### src/rtl/bip_du_pkg.sv
// Shared constants and types for the BIP-I host debug unit.
// Command codes here are the defaults; the top can override them per instance.
package bip_du_pkg;

  localparam logic [7:0] DEF_CMD_LOAD = 8'h01;
  localparam logic [7:0] DEF_CMD_RUN  = 8'h02;
  localparam logic [7:0] DEF_CMD_STEP = 8'h03;
  localparam logic [7:0] DEF_ACK_BYTE = 8'hA5;

  localparam int REPORT_LEN = 6;
  localparam int REPORT_W   = 8 * REPORT_LEN;
  localparam int CYC_W      = 16;

  typedef enum logic [3:0] {
    IDLE,
    LD_CNT_H,
    LD_CNT_L,
    LD_HI,
    LD_LO,
    LD_WR,
    LD_ACK,
    RUN,
    STEP,
    REPORT
  } du_state_e;

  // Cycle counter increment that sticks at all-ones instead of wrapping.
  function automatic logic [CYC_W-1:0] sat_inc(input logic [CYC_W-1:0] v);
    return (v == {CYC_W{1'b1}}) ? v : v + 1'b1;
  endfunction

endpackage

### src/rtl/bip_du_tx_seq.sv
// Byte sequencer toward the UART transmitter: sends either one byte or the
// 6-byte report word (MSB first), then pulses done once the last byte completes.
module bip_du_tx_seq
  import bip_du_pkg::*;
(
  input  logic                clk,
  input  logic                rst,
  input  logic                go,
  input  logic                single,
  input  logic [7:0]          byte_data,
  input  logic [REPORT_W-1:0] report_word,
  input  logic                tx_done,
  output logic [7:0]          tx_data,
  output logic                tx_start,
  output logic                done
);

  logic [REPORT_W-1:0] shift_q;
  logic [2:0]          left_q;
  logic                busy_q;

  always_ff @(posedge clk) begin
    if (rst) begin
      shift_q  <= '0;
      left_q   <= '0;
      busy_q   <= 1'b0;
      tx_data  <= '0;
      tx_start <= 1'b0;
      done     <= 1'b0;
    end else begin
      tx_start <= 1'b0;
      done     <= 1'b0;
      if (go) begin
        busy_q   <= 1'b1;
        tx_start <= 1'b1;
        if (single) begin
          tx_data <= byte_data;
          shift_q <= '0;
          left_q  <= 3'd1;
        end else begin
          tx_data <= report_word[REPORT_W-1 -: 8];
          shift_q <= {report_word[REPORT_W-9:0], 8'h00};
          left_q  <= 3'(REPORT_LEN);
        end
      end else if (busy_q && tx_done && !tx_start) begin
        // A done that overlaps our own start pulse cannot belong to this byte.
        if (left_q == 3'd1) begin
          busy_q <= 1'b0;
          done   <= 1'b1;
        end else begin
          tx_data  <= shift_q[REPORT_W-1 -: 8];
          shift_q  <= {shift_q[REPORT_W-9:0], 8'h00};
          left_q   <= left_q - 3'd1;
          tx_start <= 1'b1;
        end
      end
    end
  end

endmodule

### src/rtl/bip_debug_unit.sv
// Host command decoder for the BIP-I core: program load, run-to-halt,
// single-step, and PC/ACC/cycle-count reporting over the UART byte interface.
module bip_debug_unit
  import bip_du_pkg::*;
#(
  parameter int         PM_ADDR_W = 11,
  parameter int         DATA_W    = 16,
  parameter logic [7:0] CMD_LOAD  = DEF_CMD_LOAD,
  parameter logic [7:0] CMD_RUN   = DEF_CMD_RUN,
  parameter logic [7:0] CMD_STEP  = DEF_CMD_STEP,
  parameter logic [7:0] ACK_BYTE  = DEF_ACK_BYTE
) (
  input  logic                 i_clk,
  input  logic                 i_rst,
  input  logic [7:0]           i_rx_data,
  input  logic                 i_rx_done,
  output logic [7:0]           o_tx_data,
  output logic                 o_tx_start,
  input  logic                 i_tx_done,
  output logic                 o_pm_wr_en,
  output logic [PM_ADDR_W-1:0] o_pm_addr,
  output logic [DATA_W-1:0]    o_pm_data,
  output logic                 o_cpu_en,
  output logic                 o_cpu_rst,
  input  logic [PM_ADDR_W-1:0] i_cpu_pc,
  input  logic [DATA_W-1:0]    i_cpu_acc,
  input  logic                 i_cpu_halt
);

  // Handshakes: i_rx_done and i_tx_done are single-cycle strobes with no
  // backpressure; o_tx_start is a single-cycle strobe and o_tx_data is held
  // from that strobe until the matching i_tx_done.
  du_state_e state_q, state_d;

  logic [7:0]           cnt_hi_q;
  logic [7:0]           data_hi_q;
  logic [PM_ADDR_W-1:0] remain_q;
  logic [PM_ADDR_W-1:0] addr_q;
  logic [CYC_W-1:0]     cyc_q;
  logic                 seq_go_q;
  logic                 seq_single_q;
  logic                 seq_done;
  logic                 enter_tx;
  logic                 enter_ack;
  logic [15:0]          rx_word;
  logic [PM_ADDR_W-1:0] rx_count;
  logic [REPORT_W-1:0]  report_word;

  assign rx_word     = {cnt_hi_q, i_rx_data};
  assign rx_count    = rx_word[PM_ADDR_W-1:0];
  assign report_word = {16'(i_cpu_pc), 16'(i_cpu_acc), cyc_q};
  assign o_pm_addr   = addr_q;

  // Halt is combinational from the fetched opcode, so the enable must be
  // gated in the same cycle or the CPU would overrun past HALT.
  assign o_cpu_en = ((state_q == RUN) || (state_q == STEP)) && !i_cpu_halt;

  always_comb begin
    state_d = state_q;
    case (state_q)
      IDLE: begin
        if (i_rx_done) begin
          if (i_rx_data == CMD_LOAD)      state_d = LD_CNT_H;
          else if (i_rx_data == CMD_RUN)  state_d = RUN;
          else if (i_rx_data == CMD_STEP) state_d = STEP;
        end
      end
      LD_CNT_H: if (i_rx_done) state_d = LD_CNT_L;
      LD_CNT_L: if (i_rx_done) state_d = (rx_count == '0) ? LD_ACK : LD_HI;
      LD_HI:    if (i_rx_done) state_d = LD_LO;
      LD_LO:    if (i_rx_done) state_d = LD_WR;
      LD_WR:    state_d = (remain_q == PM_ADDR_W'(1)) ? LD_ACK : LD_HI;
      LD_ACK:   if (seq_done) state_d = IDLE;
      RUN:      if (i_cpu_halt) state_d = REPORT;
      STEP:     state_d = REPORT;
      REPORT:   if (seq_done) state_d = IDLE;
      default:  state_d = IDLE;
    endcase
  end

  assign enter_ack = (state_d == LD_ACK) && (state_q != LD_ACK);
  assign enter_tx  = enter_ack || ((state_d == REPORT) && (state_q != REPORT));

  always_ff @(posedge i_clk) begin
    if (i_rst) begin
      state_q      <= IDLE;
      cnt_hi_q     <= '0;
      data_hi_q    <= '0;
      remain_q     <= '0;
      addr_q       <= '0;
      cyc_q        <= '0;
      seq_go_q     <= 1'b0;
      seq_single_q <= 1'b0;
      o_pm_wr_en   <= 1'b0;
      o_pm_data    <= '0;
      o_cpu_rst    <= 1'b1;
    end else begin
      state_q      <= state_d;
      seq_go_q     <= enter_tx;
      seq_single_q <= (state_d == LD_ACK);
      o_cpu_rst    <= enter_ack;
      o_pm_wr_en   <= (state_q == LD_LO) && i_rx_done;
      case (state_q)
        IDLE:     if (i_rx_done && i_rx_data == CMD_LOAD) addr_q <= '0;
        LD_CNT_H: if (i_rx_done) cnt_hi_q <= i_rx_data;
        LD_CNT_L: if (i_rx_done) remain_q <= rx_count;
        LD_HI:    if (i_rx_done) data_hi_q <= i_rx_data;
        LD_LO:    if (i_rx_done) o_pm_data <= DATA_W'({data_hi_q, i_rx_data});
        LD_WR: begin
          addr_q   <= addr_q + 1'b1;
          remain_q <= remain_q - 1'b1;
        end
        RUN, STEP: if (!i_cpu_halt) cyc_q <= sat_inc(cyc_q);
        default: ;
      endcase
      // A completed load restarts the program, so its cycle count restarts too.
      if (enter_ack) cyc_q <= '0;
    end
  end

  bip_du_tx_seq u_tx_seq (
    .clk         (i_clk),
    .rst         (i_rst),
    .go          (seq_go_q),
    .single      (seq_single_q),
    .byte_data   (ACK_BYTE),
    .report_word (report_word),
    .tx_done     (i_tx_done),
    .tx_data     (o_tx_data),
    .tx_start    (o_tx_start),
    .done        (seq_done)
  );

endmodule

### config.mk
export PLATFORM = sky130hd
export DESIGN_NAME = bip_debug_unit
export DESIGN_NICKNAME = d
export VERILOG_FILES = /design/src/rtl/bip_du_pkg.sv /design/src/rtl/bip_du_tx_seq.sv /design/src/rtl/bip_debug_unit.sv
export SDC_FILE = /design/constraint.sdc
export NUM_CORES = 1
export LEC_CHECK = 0
export ABC_AREA = 1
export BUFFER_PORTS_ARGS = -buffer_cell sky130_fd_sc_hd__buf_2
export CORE_MARGIN = 2
export CORE_UTILIZATION = 40
export DETAILED_ROUTE_END_ITERATION = 8
export PLACE_DENSITY = 0.65
export SLEW_MARGIN = 20
export SYNTH_ARGS = -nofsm -noshare
export SYNTH_HDL_FRONTEND = slang
export SYNTH_SLANG_ARGS = --single-unit
### constraint.sdc
create_clock -name i_clk -period 2.3 [get_ports i_clk]
set_input_delay 0.23 -clock i_clk [delete_from_list [all_inputs] [get_ports i_clk]]
set_output_delay 0.23 -clock i_clk [all_outputs]
set_load 0.02 [all_outputs]
==> impl_metrics.ini <==
[cts]
htreeDepth = 4
cts_root_buf = clkbuf_16
cts_resized = 0
holdBufCountCts = 0
clock_latency_ps = 420
path_clk_slew_ps = 60
clockBufferDepth = 2
cts_buffers = 17
cts.sink_count = 127
cts_setup_buffers = 0
cts_tree = built

[floorplan]
die_area_mm2 = 0.01591
dieHeight_um = 126.1
num_rows = 44
fp.dieW_um = 126.1
initial_core_util = 0.4106
core_mm2 = 0.01453
num_io_pins = 79

[sta]
worst_pin_slew_ps = 441.1
fin_skew_ps = 9.312
drv_slew = 0
slew-limit-headroom = 0.7049
hold_viol = 0
fmax_mhz = 498.8
rsz0062_at_grt = false
fin_crit_sh = 0.8717
setup_viol_count_final = 0
tns_ps = 0
min_period_ps = 2005

[finish]
final_cell_mix = 176 x nand2_1, 127 x dfxtp_1, 108 x inv_1, 108 x o21ai_0, 95 x nor2_1
num-nets-final = 979
drive_above_1_share = 0.1681
synthToLayoutAreaGrowth_pct = 19.38
diodes = 0
final_common_cell = nand2_1
fillers = 1488

[synth]
ys_ff_latch = 127
avgSynthCellArea_um2 = 6.963
yosysWarnings = 0
synth_ff_type = dfxtp_1
yosysUniqueCellTypes = 39
synth_area_mm2 = 0.005967
seq_area_frac_synth = 0.4261
synth_cells = 857
syn-num-nets = 903
synth_edf_count = 0
async_reset_ff_frac = 0

[power_and_ir_drop]
fin_total_pwr_mw = 6.266
irDropWorstVdd_mv = 0.5320
power.density_mw_per_mm2 = 879.6
leakage_nw = 2.975

[drt]
dr.pass1.iters = 5
wirelength_um = 14440
route.vias.total = 5555
drc_errors = 0
ant_nets = 0
detail_route.wl_per_cell_um = 12.78
vias_per_cell = 4.916
first_iter_violations = 327

[global_routing]
track_usage = 0.1878
grt_max_degree = 38
overflow = 0
antenna_found_initial = 0
grt_pass1_vias = 5234
grt_pass1_wl_um = 24380

[critical_path]
cp.required_ps = 2590
max_stage_delay_ps = 490
end_kind = flop
startpoint_type = flop
cp_max_fo = 17
crit_chain = nand2_1 > nor2_4 > nand2_4 > nand2_1 > nor2_1 > nand3_1 > nor2_1 > nand2_1 > nand3_1 > nand2_2 > nor2_1
crit_slowest_cell = dfxtp_1
path_class = flop to flop
cp_num_buf_inv = 0
cp_top_family = simple AND/OR/NAND/NOR gates
arrival_ps = 2300

[place]
hpwl_um = 10020
gp_congestion = 0.8773
io_buffer_count = 78

[run]
drv_cap = 0

[status]
outcome = finished clean

[min_path]
hold_path_class = input pin to flop
final timing paths:
path	from	end	slack, ps	cells after the start
min	i_cpu_pc[2]	u_tx_seq.shift_q[42]$_SDFFE_PP0P_	80	3
max reg2reg	state_q[0]$_SDFF_PP0_	cyc_q[6]$_SDFFE_PP0P_	300	11
max	state_q[0]$_SDFF_PP0_	cyc_q[6]$_SDFFE_PP0P_	300	11
min reg2reg	u_tx_seq.shift_q[43]$_SDFFE_PP0P_	u_tx_seq.tx_data[3]$_SDFFE_PP0P_	460	2
state kept, by name, indices dropped and copies added, names as in the netlist:
name and count:
u_tx_seq.done 1, o_cpu_rst 1, o_pm_addr 11, u_tx_seq.shift_q 40, u_tx_seq.busy_q 1, seq_single_q 1, seq_go_q 1, u_tx_seq.tx_start 1
remain_q 11, cyc_q 16, cnt_hi_q 3, u_tx_seq.left_q 3, o_pm_wr_en 1, u_tx_seq.tx_data 8, o_pm_data 16, data_hi_q 8
state_q 4
cell usage after synthesis (all sizes together), types with 5 or more instances:
cell	number	area share
xor2	13	0.019
nand3	50	0.044
nor2	111	0.078
buf	11	0.012
o21ai	112	0.094
o32ai	8	0.012
o22ai	13	0.014
clkbuf	24	0.015
nor3	7	0.0078
a31oi	5	0.0052
a21oi	45	0.038
ha	6	0.013
inv	119	0.075
nand2	180	0.12
nand4	10	0.010
dfxtp	127	0.43
area by class of cell:
cell class	count	area [µm²]	share of cell area
clock inverter	12	131.4	0.01844
sequential	127	2542	0.3569
timing repair buffer	92	495.5	0.06956
multi-input combinational	575	2816	0.3954
tap	184	230.2	0.03232
inverter	120	450.4	0.06324
clock buffer	20	456.7	0.06411
through the flow:
step | cells | cell area, µm² | worst slack, ps | hold WS, ps | util
CTS | 1130 | 7123 | 306.4 | 57.26 | 0.4901
global placement | 1098 | 6535 | 361.5 | 453.1 | 0.4496
global route | 1130 | 7123 | 73.23 | 75.70 | 0.4901
detailed placement | 1098 | 6535 | 310.6 | 455.1 | 0.4496
floorplan | 857 | 5967 | 657.4 | 364.9 | -
finish | 1130 | 7123 | 295.0 | 76.06 | 0.4901
per-layer routing:
metal,global-route usage,up-vias,part of all wire
met5,0,-,0
met4,0.07951,0,0.015
met3,0.04503,18,0.038
met2,0.3055,96,0.48
met1,0.2388,2515,0.47
li1,-,2926,-
power breakdown:
group,internal [mW],switching (mW)
clock,1.66,1.02
combinational,0.382,0.749
sequential,2.35,0.109
kinds of logic (layout without fill, tap and decap cells):
group | after synthesis | count (layout) | share of synthesized area
AND/OR/NAND/NOR | 360 | 360 | 0.2600
adder cells (fa/ha/maj) | 6 | 6 | 0.01258
buffers and inverters | 155 | 244 | 0.1023
XOR/XNOR | 15 | 15 | 0.02202
flip-flops | 127 | 127 | 0.4261
AO/OA/AOI/OAI | 194 | 194 | 0.1770
worst min-delay path, stage by stage:
cell	delay, ps
buf_2	90
nand2_1	50
a31oi_1	70
Note: power is estimated with default switching activity, not from simulation.
